**config.mk**
```make
export PLATFORM = sky130hd
export DESIGN_NAME = debounce_bank
export DESIGN_NICKNAME = d
export VERILOG_FILES = /design/src/rtl/debounce_bank.sv
export SDC_FILE = /design/constraint.sdc
export NUM_CORES = 1
export LEC_CHECK = 0
export ABC_CLOCK_PERIOD_IN_PS = 3420
export CAP_MARGIN = 20
export CORE_ASPECT_RATIO = 2
export CORE_MARGIN = 3
export CORE_UTILIZATION = 30
export DETAILED_ROUTE_END_ITERATION = 10
export GPL_TIMING_DRIVEN = 0
export PLACE_DENSITY = 0.45
export SLEW_MARGIN = 25
export SYNTH_ARGS = -nofsm -noshare
export SYNTH_HDL_FRONTEND = slang
export SYNTH_SLANG_ARGS = --single-unit
```
**constraint.sdc**
```tcl
create_clock -name clock -period 3.42 [get_ports clock]
set_clock_uncertainty 0.05 [all_clocks]
set_input_delay 0.684 -clock clock [delete_from_list [all_inputs] [get_ports clock]]
set_output_delay 0.684 -clock clock [all_outputs]
set_load 0.05 [all_outputs]
```
**src/rtl/debounce_bank.sv**
```systemverilog
// debounce_bank: per-channel input synchroniser, hysteresis debouncer, edge pulses
// and long-press / auto-repeat detection; channels share only clock, reset and tick.
module debounce_bank #(
  parameter int CHANNELS     = 4,
  parameter int SYNC_STAGES  = 2,
  parameter int MAX_COUNT    = 16,
  parameter int HOLD_COUNT   = 1000,
  parameter int REPEAT_COUNT = 0
) (
  input  logic                clock,
  input  logic                reset,
  input  logic                tick,
  input  logic [CHANNELS-1:0] in,
  output logic [CHANNELS-1:0] out,
  output logic [CHANNELS-1:0] edj,
  output logic [CHANNELS-1:0] rise,
  output logic [CHANNELS-1:0] fall,
  output logic [CHANNELS-1:0] held
);

  localparam int CW   = $clog2(MAX_COUNT);
  localparam int HMAX = (HOLD_COUNT > REPEAT_COUNT) ? HOLD_COUNT : REPEAT_COUNT;
  localparam int HW   = $clog2(HMAX);

  localparam logic [CW-1:0] CNT_LAST  = CW'(MAX_COUNT - 1);
  localparam logic [HW-1:0] HOLD_LAST = HW'(HOLD_COUNT - 1);
  localparam logic [HW-1:0] REP_LAST  = HW'((REPEAT_COUNT > 0) ? REPEAT_COUNT - 1 : 0);
  localparam bit            REPEAT_EN = (REPEAT_COUNT != 0);

  for (genvar i = 0; i < CHANNELS; i++) begin : g_ch
    logic [SYNC_STAGES-1:0] sync;
    logic [CW-1:0]          cnt;
    logic [HW-1:0]          hcnt;
    logic                   rep;
    logic                   level;
    logic                   s;
    logic                   commit;
    logic                   edj_q;
    logic                   rise_q;
    logic                   fall_q;
    logic                   held_q;

    assign s      = sync[SYNC_STAGES-1];
    assign commit = (s != level) && tick && (cnt == CNT_LAST);

    assign out[i]  = level;
    assign edj[i]  = edj_q;
    assign rise[i] = rise_q;
    assign fall[i] = fall_q;
    assign held[i] = held_q;

    always_ff @(posedge clock or posedge reset) begin
      if (reset) begin
        sync <= '0;
      end else begin
        sync <= {sync[SYNC_STAGES-2:0], in[i]};
      end
    end

    // Any cycle where the synchronised input agrees with the output restarts qualification.
    always_ff @(posedge clock or posedge reset) begin
      if (reset) begin
        cnt    <= '0;
        level  <= 1'b0;
        edj_q  <= 1'b0;
        rise_q <= 1'b0;
        fall_q <= 1'b0;
      end else begin
        edj_q  <= 1'b0;
        rise_q <= 1'b0;
        fall_q <= 1'b0;
        if (s == level) begin
          cnt <= '0;
        end else if (tick) begin
          if (cnt == CNT_LAST) begin
            level  <= s;
            cnt    <= '0;
            edj_q  <= 1'b1;
            rise_q <= s;
            fall_q <= ~s;
          end else begin
            cnt <= cnt + 1'b1;
          end
        end
      end
    end

    // A fall commit clears the hold state first, so held never coincides with fall.
    always_ff @(posedge clock or posedge reset) begin
      if (reset) begin
        hcnt   <= '0;
        rep    <= 1'b0;
        held_q <= 1'b0;
      end else begin
        held_q <= 1'b0;
        if (!level || commit) begin
          hcnt <= '0;
          rep  <= 1'b0;
        end else if (tick) begin
          if (!rep) begin
            if (hcnt == HOLD_LAST) begin
              held_q <= 1'b1;
              hcnt   <= '0;
              rep    <= 1'b1;
            end else begin
              hcnt <= hcnt + 1'b1;
            end
          end else if (REPEAT_EN) begin
            if (hcnt == REP_LAST) begin
              held_q <= 1'b1;
              hcnt   <= '0;
            end else begin
              hcnt <= hcnt + 1'b1;
            end
          end
        end
      end
    end
  end

endmodule

```
# Yosys cells after proc, flatten, opt, wreduce, memory -nomap -nowiden
# Index checks and enable logic that the tools add are counted.
# word_totals
ff_bits,88
word_cells,196
latch_bits,0
rom_bits,0
n_memories,0
output_inout_bits,20
mem_bits_rw,0
in_bits,7
# op_classes
reduce_logical,32
muxes,92
mul,0
order_cmp,0
eq_ne,20
shifts,0
n_bitwise,8
n_addsub,8
div,0
# ops
cell,count
$mux 10,16
$mux 1,64
$mux 4,12
$add 10x1->10 const B,4
$eq 10x10->1 const B,4
$add 4x1->4 const B,4
$eq 4x4->1 const B,4
$reduce_bool 2->1,8
$reduce_and 3->1,4
$logic_and 1x1->1,8
$ne 2x1->1 const B,4
$not 1->1,8
$reduce_and 2->1,4
$eq 1x1->1,4
$logic_not 1->1,4
$logic_or 1x1->1,4
$ne 1x1->1,4

# Logic depth before layout (Yosys ltp)
# logic_depth
depth_word,6
depth_mapped,6
depth_no_buf,5

# Least setup slack after synthesis
# No wires, ideal clock.
# synth_timing
path_kind,input to register
from,input tick
to,register g_ch[3].hcnt[9]
n_path_buf,1
stages,5
setup_time_ns,0.077
arrival_ns,1.865
slack_ns,1.428
cell_sequence,buf_2 > nor2b_1 > a311o_1 > or4_1 > a21oi_1
# synth_between
elab_chain_len,5
elab_cells_between_ends,7
# synth_lines
element,line_no,source
start: declaration,12,"input logic tick,"
$logic_and 1x1->1 (2 in series),44,assign commit = (s != level) && tick && (cnt == CNT_LAST);
$logic_or 1x1->1,96,if (!level || commit) begin
$ne 2x1->1 (no source line) or $reduce_bool 2->1 (tied branches),-,
$reduce_and 2->1 (no source line),-,
end signal: assignment,106,hcnt <= hcnt + 1'b1;
end signal: assignment,113,hcnt <= hcnt + 1'b1;
end: declaration,33,logic [HW-1:0] hcnt;
# Several ways; a longest one is shown, not always the timed one.
# A chain may end at the register's enable or synchronous reset.

# Final worst setup path
# layout_timing
from,input tick
to,register g_ch[1].hcnt[5]
# layout_between
elab_chain_len,5
elab_cells_between_ends,7
# layout_lines
element,line_no
$logic_and 1x1->1 (2 in series),44
$logic_or 1x1->1,96
$ne 2x1->1 (no source line) or $reduce_bool 2->1 (tied branches),-
$reduce_and 2->1 (no source line),-
end signal: assignment,106
end signal: assignment,113
end: declaration,33
# Several ways; a longest one is shown, not always the timed one.

==> metrics <==
grt total ovfl 0; Slew HR 50.40%; Final setup viols 0; Post-CTS Hold Fix Bufs 0; Synth area leader dfrtp_1; Synth Cell Area 4243 um^2; Synth Area per Inst 10.30 um^2; Synth-to-Final Area Change 19.11%; post-route cell area 5054 um^2; Clock Path Buffers 2; # H-tree levels 3; synthesis warning total 0; num rows 60; core area 13660 um^2; Die Ht 174.2 um; register area share after synthesis 51.90%; DP Area 4768 um^2; cts bufs inserted 9; FMAX 378.0 MHz; routed wire length 8.755 mm; Worst R2R Path Depth 5; ranking of synthesized cells by area dfrtp_1, buf_4, a21oi_1; Initial Utilization 31.05%; hold path startpoint g_ch[3].sync[0]$_DFF_PP0_; fin crit share 77.35%; Logic pwr share 3.7%; Hold/Removal Path Class flip-flop to flip-flop; Met2 Wirelength 4.801 mm; Synth async-reset ratio 100.0%; RSZ-0062 raised after global routing no; mux cell area share after synthesis 2.802%; Max Slew Vio Count 0; Port Buf Inserts 26; max_cap viols 0; setup tns final 0 ns; clock sink total 88; Post-Syn Nets 427; vias in the first global route 3212; total inserted antenna cells 0; Post-CTS Setup Inserts 0; post_cts resized 0; post-synth top area share 51.90%; setup ws final 0.7745 ns; clock share of power 45.1%; worst hold path depth 0; reg2reg setup slack 1.30 ns; slowest cell on the critical path o21ai_1; drt via density 4.930; FF+latch count, synth 88; Final Hold Fails 0; Die ar. 15690 um^2; critical path launch point type input pin; r2r endpoint g_ch[3].hcnt[9]$_DFFE_PP0P_; worst r2r src g_ch[3].cnt[0]$_DFFE_PP0P_; via count 3160; xor and xnor fraction of the mapped netlist area 3.509%; compound-cell area share of the yosys netlist 14.54%; dominant register cell in the synthesized netlist dfrtp_1; CTS tree built; Root Buffer clkbuf_16; global router's overall resource usage 12.21%; share of layout cells above drive strength 1 12.53%; cells after synthesis 412; Adder-Cell Fraction of Synth Area 2.359%; DR WL/cell 13.66 um; DR iter-0 viols 108; dominant combinational cell family by area after synthesis simple AND/OR/NAND/NOR gates; antenna violations before repair 0; WP data arrival 2.81 ns; Net count, final 465; EDFF count, synth 0; post-synthesis simple-gate area fraction 19.70%; critical path's largest stage delay 0.60 ns; Layout Cells excl Fill 641; Switching Power 0.0004535 W; Top Layer Used met4; metal3 WL 187 um; die width 90.09 um; worst hold endpoint g_ch[3].sync[1]$_DFF_PP0_; Int Pwr 0.001627 W; sequential share of power 51.3%; Worst VDD drop 0.2190 mV; global-route wire length before repair 15.67 mm; type of the worst setup path input pin to flip-flop; Worst Tran Pin Value 0.7345 ns; drt pass-1 iters 4; Final GP Congestion 0.7863; Clock transition at path regs 0.06 ns; WL met1 3.608 mm; dpl cells 625; final HPWL from detailed placement 6.279 mm; CP Max Fanout 10; CP Launch Point tick; DRC viols 0; Pwr Density 411.7 nW/um^2; status completed; post-route ant nets 0; # IOs 27; Synth cell types 54; Crit. End Element flip-flop; worst skew pair latency 0.34 ns; CP Data Required Time 3.59 ns; pre-CTS setup slack 0.3587 ns; Leakage Power 2.108 nW; largest net degree at the start of global routing 60; Post-Route Utilization 36.99%; worst path cell trace clkdlybuf4s50_1, buf_2, nand4_1, o21ai_1, o31ai_1, a22o_1; Final min period 2.645 ns; Switching Share 21.80%
## layer usage
| layer | up-vias | GRT usage, % |
|---|---|---|
| li1 | 1563 | - |
| met1 | 1561 | 13.52 |
| met2 | 24 | 22.48 |
| met3 | 12 | 2.469 |
| met4 | 0 | 4.987 |
| met5 | - | 0 |
## area by class of cell
cell class | count | area (um^2)
Buffer | 28 | 182.7
Clock buffer | 13 | 270.3
Clock inverter | 3 | 15.01
Fill cell | 1429 | 8610
Inverter | 10 | 42.54
Multi-Input combinational cell | 286 | 1821
Sequential cell | 88 | 2202
Tap cell | 186 | 232.7
Timing Repair Buffer | 27 | 287.8
## cells in the mapped netlist, drive strengths merged (3+ instances only)
| master | instances |
|---|---|
| xor2 | 10 |
| or4 | 12 |
| o31ai | 12 |
| buf | 24 |
| a41oi | 3 |
| ha | 8 |
| nor3 | 16 |
| mux2i | 4 |
| nand3 | 12 |
| nand2 | 35 |
| and3 | 7 |
| nand4 | 10 |
| a211oi | 5 |
| nor2 | 35 |
| o21ai | 10 |
| mux2 | 7 |
| a311oi | 5 |
| dfrtp | 88 |
| and2 | 3 |
| clkbuf | 4 |
| a21o | 5 |
| inv | 10 |
| or3 | 7 |
| a21oi | 29 |
| xnor2 | 7 |
| nand4b | 3 |
| a22o | 6 |
| or2 | 3 |
| nor2b | 6 |
## registers in the layout, indices dropped and copies added (netlist names)
| name | count |
|---|---|
| g_ch.rise_q | 4 |
| g_ch.rep | 4 |
| g_ch.level | 4 |
| g_ch.fall_q | 4 |
| g_ch.cnt | 16 |
| g_ch.edj_q | 4 |
| g_ch.held_q | 4 |
| g_ch.hcnt | 40 |
| g_ch.sync | 8 |
## layout by cell type, fill, tap and decap left out, types with 3 or more instances in the layout
cell	Yosys	routed
nand4b_1	3	3
clkbuf_16	0	9
or4_1	12	12
a41oi_1	3	3
xor2_1	10	10
clkbuf_8	0	3
nor2_1	35	35
nor3_1	16	16
or3_1	4	4
clkinv_2	0	3
o31ai_1	12	12
nand3_1	12	12
a211oi_1	5	5
xnor2_1	7	7
a21oi_1	29	29
a311oi_1	5	5
a21o_1	5	5
clkdlybuf4s50_1	0	26
o21ai_0	6	6
or3_2	3	3
inv_1	10	9
a22o_1	6	6
and3_1	7	7
and2_1	3	3
ha_1	8	8
nor2b_1	6	6
dfrtp_1	88	88
mux2i_1	4	4
mux2_2	7	7
nand4_1	9	9
buf_4	20	20
or2_2	3	3
nand2_1	35	35
o21ai_1	3	3
clkbuf_1	4	5
## through the flow
| step | total power [W] | hold slack (ns) |
|---|---|---|
| 2_1_floorplan | 0.001132 | 0.2812 |
| 3_3_place_gp | 0.001159 | 0.2833 |
| 3_5_place_dp | 0.001166 | 0.2894 |
| 4_1_cts | 0.002124 | 0.3057 |
| 5_1_grt | 0.002179 | 0.3159 |
| 6_report | 0.002081 | 0.3008 |
## worst max-delay path: cells and delay by family
kind,cells,cell delay [ns]
buffers and inverters,2,0.81
AO/OA/AOI/OAI,3,1.03
AND/OR/NAND/NOR,1,0.29
## how the worst max path moves through the flow
stage	to	slack [ns]
3_3_place_gp	g_ch[2].fall_q$_DFF_PP0_	-1.17
5_1_grt	g_ch[1].hcnt[5]$_DFFE_PP0P_	0.55
4_1_cts	g_ch[1].hcnt[5]$_DFFE_PP0P_	0.71
3_5_place_dp	g_ch[1].hcnt[0]$_DFFE_PP0P_	0.36
2_1_floorplan	g_ch[0].cnt[0]$_DFFE_PP0P_	0.41
6_report	g_ch[1].hcnt[5]$_DFFE_PP0P_	0.77
## cell families (layout without fill, tap and decap cells)
kind of cell	count (synthesis)	in the layout
and+or+nand+nor	160	160
AOI/OAI and AO/OA	90	90
DFF	88	88
buffers and inverters	38	81
xor gates and xnor gates	17	17
muxes	11	11
adders and majority gates	8	8
## power groups by stage
stage                     Combinational, W  Sequential, W  Clock (W)
after detailed placement         0.0000804        0.00109          0
after CTS                        0.0000808        0.00107   0.000977
after floorplan                  0.0000491        0.00108          0
final                            0.0000763        0.00107   0.000938
after global routing             0.0000897        0.00107    0.00102
after global placement           0.0000737        0.00109          0
Power figures use the tool's default switching activity.
